--- src/rtl/popcnt_window_sum.sv ---
// popcnt_window_sum
//   Sliding-window accumulator for popcount results. Keeps the sum of the last
//   DEPTH accepted samples in a circular buffer and registers the sum, a
//   window-full flag and a threshold flag.
//
// Ports
//   clk_i          in   1          clock, rising edge
//   arst_n_i       in   1          asynchronous reset, active low
//   clear_i        in   1          synchronous window clear (priority over window state)
//   data_i         in   CNT_WIDTH  popcount sample
//   data_val_i     in   1          data_i valid this cycle
//   sum_o          out  SUM_WIDTH  sum of the last min(fill, DEPTH) samples
//   sum_val_o      out  1          one-cycle pulse per accepted sample
//   full_o         out  1          window holds DEPTH samples
//   over_thresh_o  out  1          sum_o >= THRESH

module popcnt_window_sum #(
    parameter int unsigned CNT_WIDTH = 4,
    parameter int unsigned DEPTH     = 8,
    parameter int unsigned THRESH    = 48
) (
    input  logic                                  clk_i,
    input  logic                                  arst_n_i,
    input  logic                                  clear_i,
    input  logic [CNT_WIDTH-1:0]                  data_i,
    input  logic                                  data_val_i,
    output logic [CNT_WIDTH+$clog2(DEPTH)-1:0]    sum_o,
    output logic                                  sum_val_o,
    output logic                                  full_o,
    output logic                                  over_thresh_o
);

    localparam int unsigned SUM_WIDTH = CNT_WIDTH + $clog2(DEPTH);
    localparam int unsigned PTR_W     = $clog2(DEPTH);
    localparam int unsigned FILL_W    = PTR_W + 1;
    localparam int unsigned EXT_W     = SUM_WIDTH + 1;

    typedef enum logic {
        FILLING = 1'b0,
        STEADY  = 1'b1
    } state_e;

    state_e                 state_q,     state_d;
    logic [PTR_W-1:0]       wr_ptr_q,    wr_ptr_d;
    logic [FILL_W-1:0]      fill_q,      fill_d;
    logic [SUM_WIDTH-1:0]   sum_q,       sum_d;
    logic                   sum_val_q,   sum_val_d;
    logic                   full_q,      full_d;
    logic                   over_q,      over_d;

    // Sample storage; contents are not reset because each slot is written
    // before the steady-state path ever reads it back as the oldest sample.
    logic [CNT_WIDTH-1:0]   mem_q [DEPTH];
    logic                   mem_we;
    logic [PTR_W-1:0]       mem_waddr;
    logic [CNT_WIDTH-1:0]   mem_wdata;

    logic [CNT_WIDTH-1:0]   oldest;
    logic [EXT_W-1:0]       sum_ext;
    logic [FILL_W-1:0]      fill_inc;

    assign oldest   = mem_q[wr_ptr_q];
    assign fill_inc = fill_q + FILL_W'(1);

    // Next-state and next-output logic
    always_comb begin
        state_d   = state_q;
        wr_ptr_d  = wr_ptr_q;
        fill_d    = fill_q;
        sum_d     = sum_q;
        sum_val_d = 1'b0;
        full_d    = full_q;
        over_d    = over_q;
        mem_we    = 1'b0;
        mem_waddr = wr_ptr_q;
        mem_wdata = data_i;
        sum_ext   = {1'b0, sum_q};

        if (clear_i) begin
            // A sample arriving with clear becomes the first of the new window.
            state_d  = FILLING;
            full_d   = 1'b0;
            wr_ptr_d = '0;
            fill_d   = '0;
            sum_d    = '0;
            if (data_val_i) begin
                mem_we    = 1'b1;
                mem_waddr = '0;
                wr_ptr_d  = PTR_W'(1);
                fill_d    = FILL_W'(1);
                sum_d     = SUM_WIDTH'(data_i);
                sum_val_d = 1'b1;
            end
            over_d = (32'(sum_d) >= THRESH);
        end else if (data_val_i) begin
            unique case (state_q)
                FILLING: begin
                    sum_ext = {1'b0, sum_q} + EXT_W'(data_i);
                    fill_d  = fill_inc;
                    if (fill_inc == FILL_W'(DEPTH)) begin
                        state_d = STEADY;
                        full_d  = 1'b1;
                    end
                end
                STEADY: begin
                    // Add new and drop oldest in one wider expression; the
                    // result always fits because the oldest is part of sum_q.
                    sum_ext = {1'b0, sum_q} + EXT_W'(data_i) - EXT_W'(oldest);
                end
                default: begin
                    sum_ext = {1'b0, sum_q};
                end
            endcase
            sum_d     = SUM_WIDTH'(sum_ext);
            mem_we    = 1'b1;
            wr_ptr_d  = wr_ptr_q + PTR_W'(1);
            sum_val_d = 1'b1;
            over_d    = (32'(sum_d) >= THRESH);
        end
    end

    // Control and output registers
    always_ff @(posedge clk_i or negedge arst_n_i) begin
        if (!arst_n_i) begin
            state_q   <= FILLING;
            wr_ptr_q  <= '0;
            fill_q    <= '0;
            sum_q     <= '0;
            sum_val_q <= 1'b0;
            full_q    <= 1'b0;
            over_q    <= 1'b0;
        end else begin
            state_q   <= state_d;
            wr_ptr_q  <= wr_ptr_d;
            fill_q    <= fill_d;
            sum_q     <= sum_d;
            sum_val_q <= sum_val_d;
            full_q    <= full_d;
            over_q    <= over_d;
        end
    end

    // Circular sample buffer write port
    always_ff @(posedge clk_i) begin
        if (mem_we) begin
            mem_q[mem_waddr] <= mem_wdata;
        end
    end

    assign sum_o         = sum_q;
    assign sum_val_o     = sum_val_q;
    assign full_o        = full_q;
    assign over_thresh_o = over_q;

endmodule

--- config.mk ---
export PLATFORM = sky130hd
export DESIGN_NAME = popcnt_window_sum
export DESIGN_NICKNAME = d
export VERILOG_FILES = /design/src/rtl/popcnt_window_sum.sv
export SDC_FILE = /design/constraint.sdc
export NUM_CORES = 1
export LEC_CHECK = 0
export ABC_AREA = 1
export CELL_PAD_IN_SITES_DETAIL_PLACEMENT = 0
export CELL_PAD_IN_SITES_GLOBAL_PLACEMENT = 1
export CORE_MARGIN = 10
export CORE_UTILIZATION = 35
export DETAILED_ROUTE_END_ITERATION = 8
export PLACE_DENSITY_LB_ADDON = 0.12
export SLEW_MARGIN = 10
export SYNTH_ARGS = -nofsm -noshare
export SYNTH_HDL_FRONTEND = slang
export SYNTH_SLANG_ARGS = --single-unit
--- constraint.sdc ---
create_clock -name clk_i -period 3.7 [get_ports clk_i]
set_clock_uncertainty 0.2 [all_clocks]
set_input_delay 0.74 -clock clk_i [delete_from_list [all_inputs] [get_ports clk_i]]
set_output_delay 0.74 -clock clk_i [all_outputs]
set_load 0.01 [all_outputs]
==> results of run 1 <==
kinds of logic (layout without fill, tap and decap cells):
| logic type | count (synthesis) | after routing |
|---|---|---|
| buffers and inverters | 41 | 68 |
| and+or+nand+nor | 119 | 119 |
| xor gates and xnor gates | 4 | 4 |
| DFF | 50 | 50 |
| adders and majority gates | 12 | 12 |
| AOI/OAI and AO/OA | 48 | 48 |
state kept, by name, indices dropped and copies added, names as in the netlist:
register       flops
mem_q             32
sum_o              7
fill_q             4
wr_ptr_q           3
full_o             1
over_thresh_o      1
state_q            1
sum_val_o          1
power by group:
group          leakage (uW)  switching [uW]  internal, uW
Clock             0.0000426             175           131
Sequential         0.000528            18.4           621
Combinational      0.000664             194           121
worst max-delay path: cells and delay by family:
family / cells / cell delay [ns]
fa+ha+maj: 3 / 1.26
buf+inv: 2 / 0.51
simple gates: 5 / 0.39
compound gates: 2 / 0.37
cell type report:
cell class              instances  area share [%]
clock buffers                   6            2.42
repair buffers                 23            7.17
flip-flops and latches         50            47.0
clock inverters                 2           0.292
multi-input cells             183            34.4
well taps                      99            4.13
inverters                      37            4.62
synth_stat cells:
library cell / n
a21oi_1: 5
a21oi_2: 1
a22o_1: 1
a31oi_1: 1
buf_2: 4
dfrtp_1: 18
edfxtp_1: 32
fa_1: 2
ha_1: 10
inv_1: 32
inv_2: 5
nand2_1: 59
nand2_2: 5
nand3_1: 9
nand3_2: 5
nand4_1: 5
nor2_1: 33
nor2_4: 3
o2111ai_1: 4
o21ai_0: 23
o21ai_2: 2
o21bai_1: 2
o221ai_1: 2
o22ai_1: 6
o311ai_0: 1
xnor2_1: 1
xor2_1: 3
layer usage:
| layer | part of all wire [%] | up-vias | global-route usage, % |
|---|---|---|---|
| met2 | 48 | 20 | 18.4 |
| met1 | 48 | 894 | 14.0 |
| li1 | - | 975 | - |
| met4 | 0.99 | 0 | 3.09 |
| met5 | 0 | - | 0 |
| met3 | 3.1 | 6 | 2.66 |
stage by stage:
stage	hold WS, ns	worst slack (ns)	utilization (%)	instances
2_1_floorplan	0.244	0.801	-	274
3_3_place_gp	0.294	0.165	40.3	392
3_5_place_dp	0.296	0.101	40.3	392
4_1_cts	0.318	0.420	41.4	400
5_1_grt	0.342	0.234	41.4	400
6_report	0.312	0.469	41.4	400
path summary, 6_finish.rpt:
kind                                      startpoint                        end
min reg2reg                over_thresh_o$_DFFE_PN0P_  over_thresh_o$_DFFE_PN0P_
max in group asynchronous                   arst_n_i       sum_o[0]$_DFFE_PN0P_
max                                        data_i[0]  over_thresh_o$_DFFE_PN0P_
min                        over_thresh_o$_DFFE_PN0P_  over_thresh_o$_DFFE_PN0P_
max reg2reg                  wr_ptr_q[1]$_DFFE_PN0P_  over_thresh_o$_DFFE_PN0P_
min in group asynchronous                   arst_n_i      fill_q[2]$_DFFE_PN0P_
==> reports/metrics.yaml, run 1 <==
clock_network:
  cts_buffers: 5
  clock-sinks: 50
  cts_tree: "done"
  post-cts-setup-buffers: 0
  ctsHoldBuffers: 0
  clk_latency_ns: 0.29
  clock_path_buffers: 2
  ctsRootBufferMaster: "clkbuf_8"
  clk_pin_slew_ns: 0.09
  cts_resized: 0
  ctsHtreeMaxLevel: 2
place:
  gp_congestion: 0.802
  dpl_cell_area_um2: 2920
  dp_hpwl_um: 4530
  portBuffers: 17
worst_setup_path:
  path_class: "primary input to flop"
  end_kind: "flop"
  cp_slowest_cell: "fa_1"
  crit_required_ns: 3.74
  cp.arrival_ns: 3.27
  cp_slowest_stage_delay_ns: 0.55
  reg2reg_setup_slack_ns: 0.87
  crit_fanout: 3
  cp-start-kind: "primary input"
  path_common_cell: "nand2_1"
  path_cells: "clkdlybuf4s50_1 > ha_1 > fa_1 > inv_1 > fa_1 > o21ai_0 > nand2_1 > nand2_1 > nand3_1 > a21oi_2 > nand2_1 > nand3_2"
  rr_worst_depth: 17
timing:
  finalCriticalPeriod_ns: 3.23
  hold_viol: 0
  min_period_over_period_pct: 87.3
  fin_setup_tns_ns: 0
  slew_violations: 0
  worst_pin_slew_ns: 0.836
  rsz0062_at_grt: "no"
  fmax_mhz: 309
  setup_viol: 0
  slew_headroom_pct: 44.1
finish:
  fillers: 743
  seq_area_um2: 1410
  multi_input_area_um2: 1030
  nets: 320
  areaGrowthSynthToFinish_pct: 15.4
  final_cell_mix: "59 x nand2_1, 33 x nor2_1, 32 x inv_1, 32 x edfxtp_1, 23 x o21ai_0"
  final_area_um2: 3000
  antenna_cells: 0
  mostFrequentLayoutCell: "nand2_1"
  drive_gt1_share_pct: 11.0
min_path:
  hold_path_class: "flop to flop"
  worstHoldPathCells: 2
floorplanning:
  start_util_pct: 35.9
  die_h_um: 106
  die_area_um2: 11300
  core_area_um2: 7250
  ios: 18
  die_x_um: 106
  rows: 31
route:
  dr.pass1.iters: 4
  postRouteAntennaNets: 0
  post-route-drc-count: 0
  drt_iter0_drc: 74
  wl_per_cell_um: 14.9
  vias_per_cell: 4.74
  finalWirelength_um: 5970
  vias: 1895
yosys:
  syn_nets: 294
  synth_area_leaders: "edfxtp_1 37%, dfrtp_1 17%, nand2_1 8.5%, ha_1 4.8%, nor2_1 4.8%"
  yosysWarnings: 0
  yosysTopAreaCell: "edfxtp_1"
  synthXorXnorAreaFrac_pct: 1.35
  synth.avg_cell_area_um2: 9.50
  yosysSeqAreaShare_pct: 54.2
  synth.area.mux_share_pct: 0
  ys_ff_latch: 50
  synthAdderAreaFrac_pct: 6.35
  synthSimpleGateAreaFrac_pct: 20.6
  synth_cells: 274
  synth_top_family_by_area: "simple AND/OR/NAND/NOR gates"
  synth_compound_area_share_pct: 11.3
  synth_top_area_share_pct: 36.9
  synth_cell_types: 27
  netlist_area_um2: 2600
global_route:
  grt_antenna_before_repair: 0
  grt.overflow.total: 0
  grt_pass1_wl_um: 9960
  grt.total_usage_pct: 11.1
  grt_max_degree: 19
  grt_pass1_vias: 1977
power:
  power.total_uw: 1260
  p_leak_uw: 0.00123
  p_per_area_nw_per_um2: 419
  peakVddDrop_uv: 134
run:
  max_cap_violations: 0
run_status:
  outcome: "finished, final reports clean"
Power figures use the tool's default switching activity.
==> run 2: changes to the inputs <==
--- a/config.mk
+++ b/config.mk
@@ -11,6 +11,7 @@
 export CORE_MARGIN = 10
 export CORE_UTILIZATION = 35
 export DETAILED_ROUTE_END_ITERATION = 8
+export HOLD_SLACK_MARGIN = 0.15
 export PLACE_DENSITY_LB_ADDON = 0.12
 export SLEW_MARGIN = 10
 export SYNTH_ARGS = -nofsm -noshare
==> results of run 2 <==
Same layout as run 1: the final DEF is identical, and so are final timing and power.
